<file path="config.mk">
export PLATFORM = sky130hd
export DESIGN_NAME = mvau_stream_ctrl_pp
export DESIGN_NICKNAME = d
export VERILOG_FILES = /design/src/rtl/mvau_stream_pkg.sv /design/src/rtl/mvau_stream_ib_wr_ctrl.sv /design/src/rtl/mvau_stream_ctrl_pp.sv
export SDC_FILE = /design/constraint.sdc
export NUM_CORES = 1
export LEC_CHECK = 0
export CAP_MARGIN = 20
export CORE_AREA = 8 8 74 56
export DETAILED_ROUTE_END_ITERATION = 7
export DIE_AREA = 0 0 82 64
export PLACE_DENSITY = 0.67
export SYNTH_ARGS = -nofsm -noshare
export SYNTH_HDL_FRONTEND = slang
export SYNTH_SLANG_ARGS = --single-unit
export TNS_END_PERCENT = 30
</file>
<file path="constraint.sdc">
create_clock -name aclk -period 2.5 [get_ports aclk]
set_input_delay 0.5 -clock aclk [delete_from_list [all_inputs] [get_ports aclk]]
set_output_delay 0.5 -clock aclk [all_outputs]
set_load 0.02 [all_outputs]
</file>
<file path="src/rtl/mvau_stream_pkg.sv">
// Shared types and helpers for the MVAU stream control blocks.
package mvau_stream_pkg;

  // Read-side FSM: wait for a full bank, then stream it NF times.
  typedef enum logic {
    R_WAIT = 1'b0,
    R_RUN  = 1'b1
  } rd_state_t;

  // One register stage between buffer read and accumulate.
  localparam int ACC_STAGES = 1;

  // Row-position flags that travel with a read beat into the acc stage.
  typedef struct packed {
    logic clr;
    logic last;
  } acc_flags_t;

  // Counter width for a depth of n, never below one bit.
  function automatic int cnt_w(input int n);
    return (n > 2) ? $clog2(n) : 1;
  endfunction

  // A beat is the bank's final one when both sf and nf sit at their max.
  function automatic logic last_beat(input logic sf_at_max, input logic nf_at_max);
    return sf_at_max & nf_at_max;
  endfunction

endpackage

</file>
<file path="src/rtl/mvau_stream_ib_wr_ctrl.sv">
// Write side of the ping-pong input buffer: address counter, bank select, ready.
module mvau_stream_ib_wr_ctrl
  import mvau_stream_pkg::*;
#(
  parameter int SF_T = 3
) (
  input  logic            aclk,
  input  logic            aresetn,
  input  logic [SF_T-1:0] sf_m1,
  input  logic [1:0]      bank_full,
  input  logic            in_v,
  output logic            in_rdy,
  output logic            ib_wen,
  output logic            ib_wbank,
  output logic [SF_T-1:0] ib_waddr,
  output logic [1:0]      bank_set
);

  logic            rst_done_q, rst_done_d;
  logic            wbank_q, wbank_d;
  logic [SF_T-1:0] wr_sf_q, wr_sf_d;
  logic            wr_beat, wr_wrap;

  // Accept while the bank being filled is free; a wrap marks it full and flips banks.
  always_comb begin
    in_rdy     = rst_done_q & ~bank_full[wbank_q];
    wr_beat    = in_v & in_rdy;
    wr_wrap    = wr_beat & (wr_sf_q == sf_m1);
    rst_done_d = 1'b1;
    wr_sf_d    = wr_sf_q;
    wbank_d    = wbank_q;
    bank_set   = '0;
    if (wr_beat) wr_sf_d = wr_wrap ? '0 : wr_sf_q + 1'b1;
    if (wr_wrap) begin
      wbank_d            = ~wbank_q;
      bank_set[wbank_q]  = 1'b1;
    end
    ib_wen   = wr_beat;
    ib_wbank = wbank_q;
    ib_waddr = wr_sf_q;
  end

  // Write-side state; rst_done holds in_rdy low until the first edge after reset.
  always_ff @(posedge aclk or negedge aresetn) begin
    if (!aresetn) begin
      rst_done_q <= 1'b0;
      wbank_q    <= 1'b0;
      wr_sf_q    <= '0;
    end else begin
      rst_done_q <= rst_done_d;
      wbank_q    <= wbank_d;
      wr_sf_q    <= wr_sf_d;
    end
  end

endmodule

</file>
<file path="src/rtl/mvau_stream_ctrl_pp.sv">
// Ping-pong input buffer control for the MVAU stream: bank flags, read FSM,
// accumulate pipeline and output register.
module mvau_stream_ctrl_pp
  import mvau_stream_pkg::*;
#(
  parameter int SF_MAX = 8,
  parameter int NF_MAX = 4,
  parameter int SF_T   = cnt_w(SF_MAX),
  parameter int NF_T   = cnt_w(NF_MAX)
) (
  input  logic            aclk,
  input  logic            aresetn,
  input  logic [SF_T-1:0] cfg_sf_m1,
  input  logic [NF_T-1:0] cfg_nf_m1,
  input  logic            in_v,
  output logic            in_rdy,
  input  logic            wmem_v,
  output logic            wmem_rdy,
  input  logic            out_rdy,
  output logic            out_v,
  output logic            ib_wen,
  output logic            ib_wbank,
  output logic [SF_T-1:0] ib_waddr,
  output logic            ib_ren,
  output logic            ib_rbank,
  output logic [SF_T-1:0] ib_raddr,
  output logic            acc_en,
  output logic            acc_clr,
  output logic            acc_last,
  output logic [NF_T-1:0] nf_cnt,
  output logic            busy
);

  rd_state_t           rd_state_q, rd_state_d;
  logic [SF_T-1:0]     sf_m1_q, sf_m1_d, sf_m1_eff, rd_sf_q, rd_sf_d;
  logic [NF_T-1:0]     nf_m1_q, nf_m1_d, nf_q, nf_d;
  logic [1:0]          bank_full_q, bank_full_d, bank_set, bank_clr;
  logic                rbank_q, rbank_d, out_v_q, out_v_d;
  logic [ACC_STAGES:1] vld_pipe_q, vld_pipe_d;
  logic [ACC_STAGES:0] vld_pipe;
  acc_flags_t          acc_q, acc_d;
  logic                cfg_latch, sf_at_max, nf_at_max, blk, rd_beat, rd_final;

  // The write side sees the incoming config in the latching cycle so the
  // first word of a fresh vector already wraps at the new SF.
  mvau_stream_ib_wr_ctrl #(.SF_T(SF_T)) u_wr (
    .aclk      (aclk),
    .aresetn   (aresetn),
    .sf_m1     (sf_m1_eff),
    .bank_full (bank_full_q),
    .in_v      (in_v),
    .in_rdy    (in_rdy),
    .ib_wen    (ib_wen),
    .ib_wbank  (ib_wbank),
    .ib_waddr  (ib_waddr),
    .bank_set  (bank_set)
  );

  assign vld_pipe = {vld_pipe_q, rd_beat};

  // Config latch, stall rules, counters, bank flags and acc/output next state.
  always_comb begin
    busy      = (|bank_full_q) | vld_pipe_q[ACC_STAGES];
    cfg_latch = ~busy & (ib_waddr == '0);
    sf_m1_eff = cfg_latch ? cfg_sf_m1 : sf_m1_q;
    sf_m1_d   = sf_m1_eff;
    nf_m1_d   = cfg_latch ? cfg_nf_m1 : nf_m1_q;

    sf_at_max = (rd_sf_q == sf_m1_q);
    nf_at_max = (nf_q == nf_m1_q);
    // A last-of-row beat must not land behind another one still in the acc
    // stage, or it would overwrite a result the output register cannot hold.
    blk       = (out_v_q & ~out_rdy) |
                (sf_at_max & vld_pipe_q[ACC_STAGES] & acc_q.last);
    rd_final  = rd_beat & last_beat(sf_at_max, nf_at_max);

    rd_sf_d = rd_sf_q;
    nf_d    = nf_q;
    if (rd_beat) begin
      if (sf_at_max) begin
        rd_sf_d = '0;
        nf_d    = nf_at_max ? '0 : nf_q + 1'b1;
      end else begin
        rd_sf_d = rd_sf_q + 1'b1;
      end
    end

    bank_clr = '0;
    if (rd_final) bank_clr[rbank_q] = 1'b1;
    bank_full_d = (bank_full_q | bank_set) & ~bank_clr;
    rbank_d     = rbank_q ^ rd_final;

    vld_pipe_d = vld_pipe[ACC_STAGES-1:0];
    acc_d.clr  = rd_beat & (rd_sf_q == '0);
    acc_d.last = rd_beat & sf_at_max;

    out_v_d = out_v_q;
    if (vld_pipe_q[ACC_STAGES] & acc_q.last) out_v_d = 1'b1;
    else if (out_v_q & out_rdy)              out_v_d = 1'b0;
  end

  // Read FSM next state; a bank being set this cycle counts as full.
  always_comb begin
    rd_state_d = rd_state_q;
    case (rd_state_q)
      R_WAIT:  if (bank_full_d[rbank_q]) rd_state_d = R_RUN;
      R_RUN:   if (rd_final && !bank_full_d[~rbank_q]) rd_state_d = R_WAIT;
      default: rd_state_d = R_WAIT;
    endcase
  end

  // Read FSM outputs: a beat consumes one weight word and reads one buffer word.
  always_comb begin
    rd_beat = 1'b0;
    case (rd_state_q)
      R_RUN:   rd_beat = wmem_v & ~blk;
      default: rd_beat = 1'b0;
    endcase
    ib_ren   = rd_beat;
    wmem_rdy = rd_beat;
    ib_rbank = rbank_q;
    ib_raddr = rd_sf_q;
    nf_cnt   = nf_q;
    acc_en   = vld_pipe_q[ACC_STAGES];
    acc_clr  = acc_q.clr;
    acc_last = acc_q.last;
    out_v    = out_v_q;
  end

  // Read FSM state register.
  always_ff @(posedge aclk or negedge aresetn) begin
    if (!aresetn) rd_state_q <= R_WAIT;
    else          rd_state_q <= rd_state_d;
  end

  // Config, counters, bank flags, acc pipeline and output register.
  always_ff @(posedge aclk or negedge aresetn) begin
    if (!aresetn) begin
      sf_m1_q     <= '0;
      nf_m1_q     <= '0;
      rd_sf_q     <= '0;
      nf_q        <= '0;
      bank_full_q <= '0;
      rbank_q     <= 1'b0;
      vld_pipe_q  <= '0;
      acc_q       <= '0;
      out_v_q     <= 1'b0;
    end else begin
      sf_m1_q     <= sf_m1_d;
      nf_m1_q     <= nf_m1_d;
      rd_sf_q     <= rd_sf_d;
      nf_q        <= nf_d;
      bank_full_q <= bank_full_d;
      rbank_q     <= rbank_d;
      vld_pipe_q  <= vld_pipe_d;
      acc_q       <= acc_d;
      out_v_q     <= out_v_d;
    end
  end

endmodule

</file>
======== After elaboration in Yosys (flattened, before gate mapping) ========
Index checks and enable logic that the tools add are counted.
word-level totals
  bits in registers ....................... 23
  memories kept ........................... 0
  latch bits .............................. 0
  ROM bits ................................ 0
  logic and storage cells ................. 83
  memory bits (writable) .................. 0
  bits of input ports ..................... 10
operators by class
  shifts and indexed selects .............. 0
  eq/ne operators ......................... 3
  muxes and demuxes ....................... 22
  bitwise logic cells ..................... 27
  add/subtract/negate cells ............... 3
  divide/modulo/power cells ............... 0
  reductions and logical operators ........ 9
  magnitude comparators ................... 5
  multiply operators ...................... 0
operator list
  operator                                                    number
  bitwise AND 1 bit                                           14
  two-way mux 1 bit                                           13
  two-way mux 3 bit                                           3
  inverter 1 bit                                              7
  adder 3 x 1 -> 3 bit, second input constant                 2
  equality test 3 bit                                         2
  logical NOT 3 bit                                           2
  less-than comparator 1 x 2 -> 1 bit, second input constant  3
  two-way mux 2 bit                                           3
  logical AND 1 bit                                           3
  adder 2 x 1 -> 2 bit, second input constant                 1
  bitwise AND 2 bit                                           1
  demux 1 bit (select 1 bit)                                  2
  equality test 2 bit                                         1
  >= comparator 1 bit, second input constant                  2
  inverter 2 bit                                              1
  bitwise OR 1 bit                                            2
  bitwise OR 2 bit                                            1
  one-hot mux 1 bit (2 select lines)                          1
  AND reduction 2 bit                                         1
  nonzero test 2 bit                                          1
  OR reduction 2 bit                                          1
  logical NOT 1 bit                                           1
  bitwise XOR 1 bit                                           1

======== Longest topological paths before layout ========
  depth in word-level cells ............... 17
  mapped depth ............................ 8
  mapped depth without buffers ............ 8

======== By module ========
A second synthesis with hierarchy kept.
unflattened totals
  cell total of the unflattened synthesis .. 106
  area, all modules ....................... 1196.1 um2
by module, submodules not included
  module                  seq. area each (um2)  times used  area an instance (um2)  cells an instance
  mvau_stream_ctrl_pp     450.4                 1           902.1                   79
  mvau_stream_ib_wr_ctrl  125.1                 1           294.0                   27

======== Least setup slack after synthesis ========
Ideal clock, no wire load.
  path kind ............................... reg2reg
  start point ............................. reg rd_sf_q[1], in the netlist ib_raddr[1]
  end point ............................... reg rd_state_q
  arrival time ............................ 1.912 ns
  setup slack ............................. 0.461 ns
  stages on the path, launching flop included .. 8
  required time ........................... 2.373 ns
  path through ............................ dfrtp_1 xor2_1 nor3_1 and4_1 ha_1 nor4b_2 a221oi_1 nor2_1
on the way
  cells in the longest elaborated chain, start to end .. 17
RTL lines
  what                                                   line                        source
  from (decl)                                            mvau_stream_ctrl_pp.sv:35   logic [SF_T-1:0] sf_m1_q, sf_m1_d, sf_m1_eff, rd_sf_q, rd_sf_d;
  from (signal assigned)                                 mvau_stream_ctrl_pp.sv:151  rd_sf_q <= rd_sf_d;
  equality test 3 bit (*)                                mvau_stream_ctrl_pp.sv:69   sf_at_max = (rd_sf_q == sf_m1_q);
  bitwise AND 1 bit (2 in series)                        mvau_stream_ctrl_pp.sv:74   (sf_at_max & vld_pipe_q[ACC_STAGES] & acc_q.last);
  bitwise OR 1 bit                                       mvau_stream_ctrl_pp.sv:73   blk = (out_v_q & ~out_rdy) |
  inverter 1 bit                                         mvau_stream_ctrl_pp.sv:116  R_RUN: rd_beat = wmem_v & ~blk;
  bitwise AND 1 bit                                      mvau_stream_ctrl_pp.sv:116
  two-way mux 1 bit                                      mvau_stream_ctrl_pp.sv:115  case (rd_state_q)
  bitwise AND 1 bit (*)                                  mvau_stream_ctrl_pp.sv:75   rd_final = rd_beat & last_beat(sf_at_max, nf_at_max);
  two-way mux 2 bit                                      mvau_stream_ctrl_pp.sv:89   if (rd_final) bank_clr[rbank_q] = 1'b1;
  inverter 2 bit                                         mvau_stream_ctrl_pp.sv:90   bank_full_d = (bank_full_q | bank_set) & ~bank_clr;
  bitwise AND 2 bit                                      mvau_stream_ctrl_pp.sv:90
  two-way mux 1 bit (implied by the code) (2 in series)  mvau_stream_ctrl_pp.sv:107  R_RUN: if (rd_final && !bank_full_d[~rbank_q]) rd_state_d = R_WAIT;
  logical NOT 1 bit                                      mvau_stream_ctrl_pp.sv:107
  logical AND 1 bit                                      mvau_stream_ctrl_pp.sv:107
  two-way mux 1 bit                                      mvau_stream_ctrl_pp.sv:107
  one-hot mux 1 bit (2 select lines) (*)                 mvau_stream_ctrl_pp.sv:105  case (rd_state_q)
  via rd_state_d                                         mvau_stream_ctrl_pp.sv:34   rd_state_t rd_state_q, rd_state_d;
  to (signal assigned)                                   mvau_stream_ctrl_pp.sv:133  else rd_state_q <= rd_state_d;
  to (decl)                                              mvau_stream_ctrl_pp.sv:34
Mark *: on every way through the listed nets, which the timed path passes. The rest lies on a longest branch. The select of a mux whose other input is x is not followed.
A chain may end at the register's enable or synchronous reset.

======== Worst setup path in the final report ========
  start point ............................. reg u_wr.wbank_q, in the netlist u_wr.ib_wbank
  end point ............................... out ib_wen
on the way
  cells in the longest elaborated chain, start to end .. 5
RTL lines
  what                                                   line                          source
  from (decl)                                            mvau_stream_ib_wr_ctrl.sv:20  logic wbank_q, wbank_d;
  from (signal assigned)                                 mvau_stream_ib_wr_ctrl.sv:51  wbank_q <= wbank_d;
  two-way mux 1 bit (implied by the code) (2 in series)  mvau_stream_ib_wr_ctrl.sv:26  in_rdy = rst_done_q & ~bank_full[wbank_q];
  inverter 1 bit                                         mvau_stream_ib_wr_ctrl.sv:26
  bitwise AND 1 bit                                      mvau_stream_ib_wr_ctrl.sv:26
  bitwise AND 1 bit                                      mvau_stream_ib_wr_ctrl.sv:27  wr_beat = in_v & in_rdy;
  to (decl)                                              mvau_stream_ctrl_pp.sv:21     output logic ib_wen,
Every way passes these cells. The select of a mux whose other input is x is not followed.

==> flow_summary_export.csv <==
group,metric,value,unit
status,status,"finished clean",
worst_hold_path,min_path_cells,2,
place,dp_cells,191,
worst_setup_path,crit_type,"reg2out",
floorplan,io_pins,29,
cts,clockBufferDepth,2,
worst_setup_path,r2r_cells,8,
power,clockPowerShare,10.5,%
sta,fmax,440.7,MHz
global_routing,grt_antenna_before_repair,0,
worst_setup_path,cp.arrival,1770,ps
yosys,synth_cells,120,
cts,clk_pin_slew_worst_paths,80,ps
power,vdd_ir_drop_max,0.6158,mV
floorplan,rows,17,
worst_setup_path,startpoint_type,"register",
sta,min_period,2269,ps
worst_setup_path,r2r-start,"ib_raddr[1]",
worst_setup_path,rrSetupSlack,380,ps
worst_hold_path,hold_end,"out_v",
cts,h-tree-depth,1,
sta,period_share,90.76,%
yosys,async_reset_ff_share,100.0,%
place,gp_congestion,0.8732,
final_layout,final_common_cell,"clkdlybuf4s50_1",
cts,clk_latency,260,ps
global_routing,grt_pass1_wl,4457,um
worst_setup_path,end_kind,"output pin",
route,dr.first_iter.drc_count,42,
route,ant_nets,0,
route,drtPass1Iterations,4,
yosys,yosysUniqueCellTypes,36,
final_layout,mostFrequentLayoutCells,"clkdlybuf4s50_1, dfrtp_1, nand2_1, inv_1, xor2_1",
cts,cts_tree,"built",
yosys,synth_enable_flop_cells,0,
cts,numCtsBuffers,3,
final_layout,fin_nets,174,
power,p_sw_share,42.71,%
cts,hold_buffers,0,
sta,fin_skew,2.559,ps
final_layout,syn2layout_area_growth,33.06,%
power,seq_power_share,34.2,%
worst_setup_path,slowest_delay,600,ps
route,wl_per_cell,13.52,um
floorplan,start_util,40.85,%
sta,rsz0062_at_grt,"no",
worst_setup_path,r2r_end,"rd_state_q",
place,dp.final_hpwl,2198,um
final_layout,drive_gt1_share,12.74,%
route,vias,982,
floorplan,coreArea,3020,um^2
power,comb_power_share,55.2,%
global_routing,grt_overflow,0,
sta,max_slew_margin,60.69,%
flow_run,cap_violations,0,
power,p_per_area,1289,nW/um^2
final_layout,antenna_cells,0,
sta,finalHoldViolCount,0,
yosys,ys_ff_latch,23,
cts,cts_sinks,23,
worst_setup_path,crit_start,"u_wr.ib_wbank",
power,p_switching,903.8,uW
global_routing,grt_pass1_vias,977,
sta,holdWs,514.6,ps
power,p_int,1.212,mW
yosys,syn_avg_cell_area,10.28,um^2
sta,slew_viol_final,0,
worst_hold_path,holdCritPathClass,"reg2reg",
floorplan,fp.dieArea,5248,um^2
cts,cts_root_buf,"clkbuf_8",
route,vias_per_cell,5.036,
cts,cts_resized,2,
worst_hold_path,worstHoldStart,"out_v",
worst_setup_path,worst-endpoint-required,2000,ps
place,io_buffer_count,28,
power,power,2.116,mW
yosys,synth_nets,136,
worst_setup_path,crit_fanout,5,
yosys,yosysSeqAreaShare,46.65,%
yosys,synth_area,1234,um^2
route,drt-total-wl,2637,um
cts,post_cts_buffers,0,
worst_setup_path,crit_chain,"mux2i_1 -> nand3_1 -> inv_1 -> clkdlybuf4s50_1",
route,remaining_drc_errors,0,
sta,tns,0,ps
sta,tightest_slew,586.2,ps
power,p_leak,0.7425,nW
yosys,synth_warnings,0,
sta,setup_viol,0,
final_layout,stdcell_count,195,
worst_setup_path,slowest_stage,"clkdlybuf4s50_1",
global_routing,grt_use_total,10.44,%
floorplan,die_height,64,um
global_routing,grt_max_degree,24,
yosys,synthFlopType,"dfrtp_1",
floorplan,chipWidth,82,um
[how the worst max path moves through the flow]
| stage | to | slack [ps] | cells past startpoint |
|---|---|---|---|
| after floorplan | rd_state_q | 460 | 7 |
| after global placement | ib_ren | 30 | 6 |
| after detailed placement | ib_ren | -30 | 6 |
| after CTS | ib_wen | 200 | 4 |
| after global routing | ib_wen | 100 | 4 |
| final | ib_wen | 230 | 4 |
[registers in the layout, indices dropped and copies added, names as in the netlist]
signal	cells
acc_clr	1
acc_en	1
acc_last	1
bank_full_q	2
ib_raddr	3
ib_rbank	1
nf_cnt	2
nf_m1_q	2
out_v	1
rd_state_q	1
sf_m1_q	3
u_wr.ib_waddr	3
u_wr.ib_wbank	1
u_wr.rst_done_q	1
[stage by stage]
stage	setup WS [ps]	utilization [%]	area (um^2)
after global placement	25.81	52.94	1599
after floorplan	460.8	-	1234
final	231.0	54.35	1642
after global routing	96.50	54.35	1642
after detailed placement	-32.19	52.94	1599
after CTS	196.5	54.35	1642
[Yosys cell counts, types with 2 or more instances]
library cell	number	area share, %
ha_1	6	6.1
o21ai_0	5	2.0
a21o_1	2	1.2
a221oi_1	2	1.4
nand2_1	14	4.3
a211o_1	2	1.4
and3_1	2	1.0
dfrtp_1	23	47
nand4_1	2	1.0
mux2i_1	2	1.6
a211oi_1	3	1.8
nand2b_1	3	1.5
nor2_1	5	1.5
inv_1	9	2.7
xor2_1	7	5.0
nor2b_1	6	3.0
nand3_1	4	1.6
mux2_2	5	4.6
[area by class of cell]
type	count	area, um^2
Multi-Input combinational cell	86	613.1
Timing Repair Buffer	34	322.8
Fill cell	285	1379
Sequential cell	23	575.6
Tap cell	38	47.55
Inverter	10	37.54
Clock buffer	4	45.04
[power by group through the flow]
stage               Clock [mW]  Combinational [mW]  Sequential (mW)
global placement             0                1.16            0.724
CTS                      0.233                1.18            0.727
detailed placement           0                1.19            0.734
floorplan                    0               0.604            0.821
global route             0.251                1.28            0.756
finish                   0.223                1.17            0.724
[logic make-up after synthesis]
group	after synthesis	share of synthesized area, %
xor gates and xnor gates	8	5.680
and+or+nand+nor	47	22.21
buffers and inverters	11	3.651
DFF	23	46.65
AOI/OAI and AO/OA	17	9.228
muxes	7	6.186
adders and majority gates	6	6.085
other	1	0.3040
[layer usage]
metal  share of wire [%]  wire length [um]  track usage [%]
met5                   0                 0                0
met1                  45              1175            13.62
met2                  50              1322            16.81
met3                 4.7               125            2.793
met4                0.53                14            2.183
[critical path: cells and delay by family, from the launching register on]
kind / cells / cell delay, ps
buf+inv: 2 / 700
flops: 1 / 430
mux: 1 / 240
simple gates: 1 / 150
Note: power is estimated with default switching activity, not from simulation.
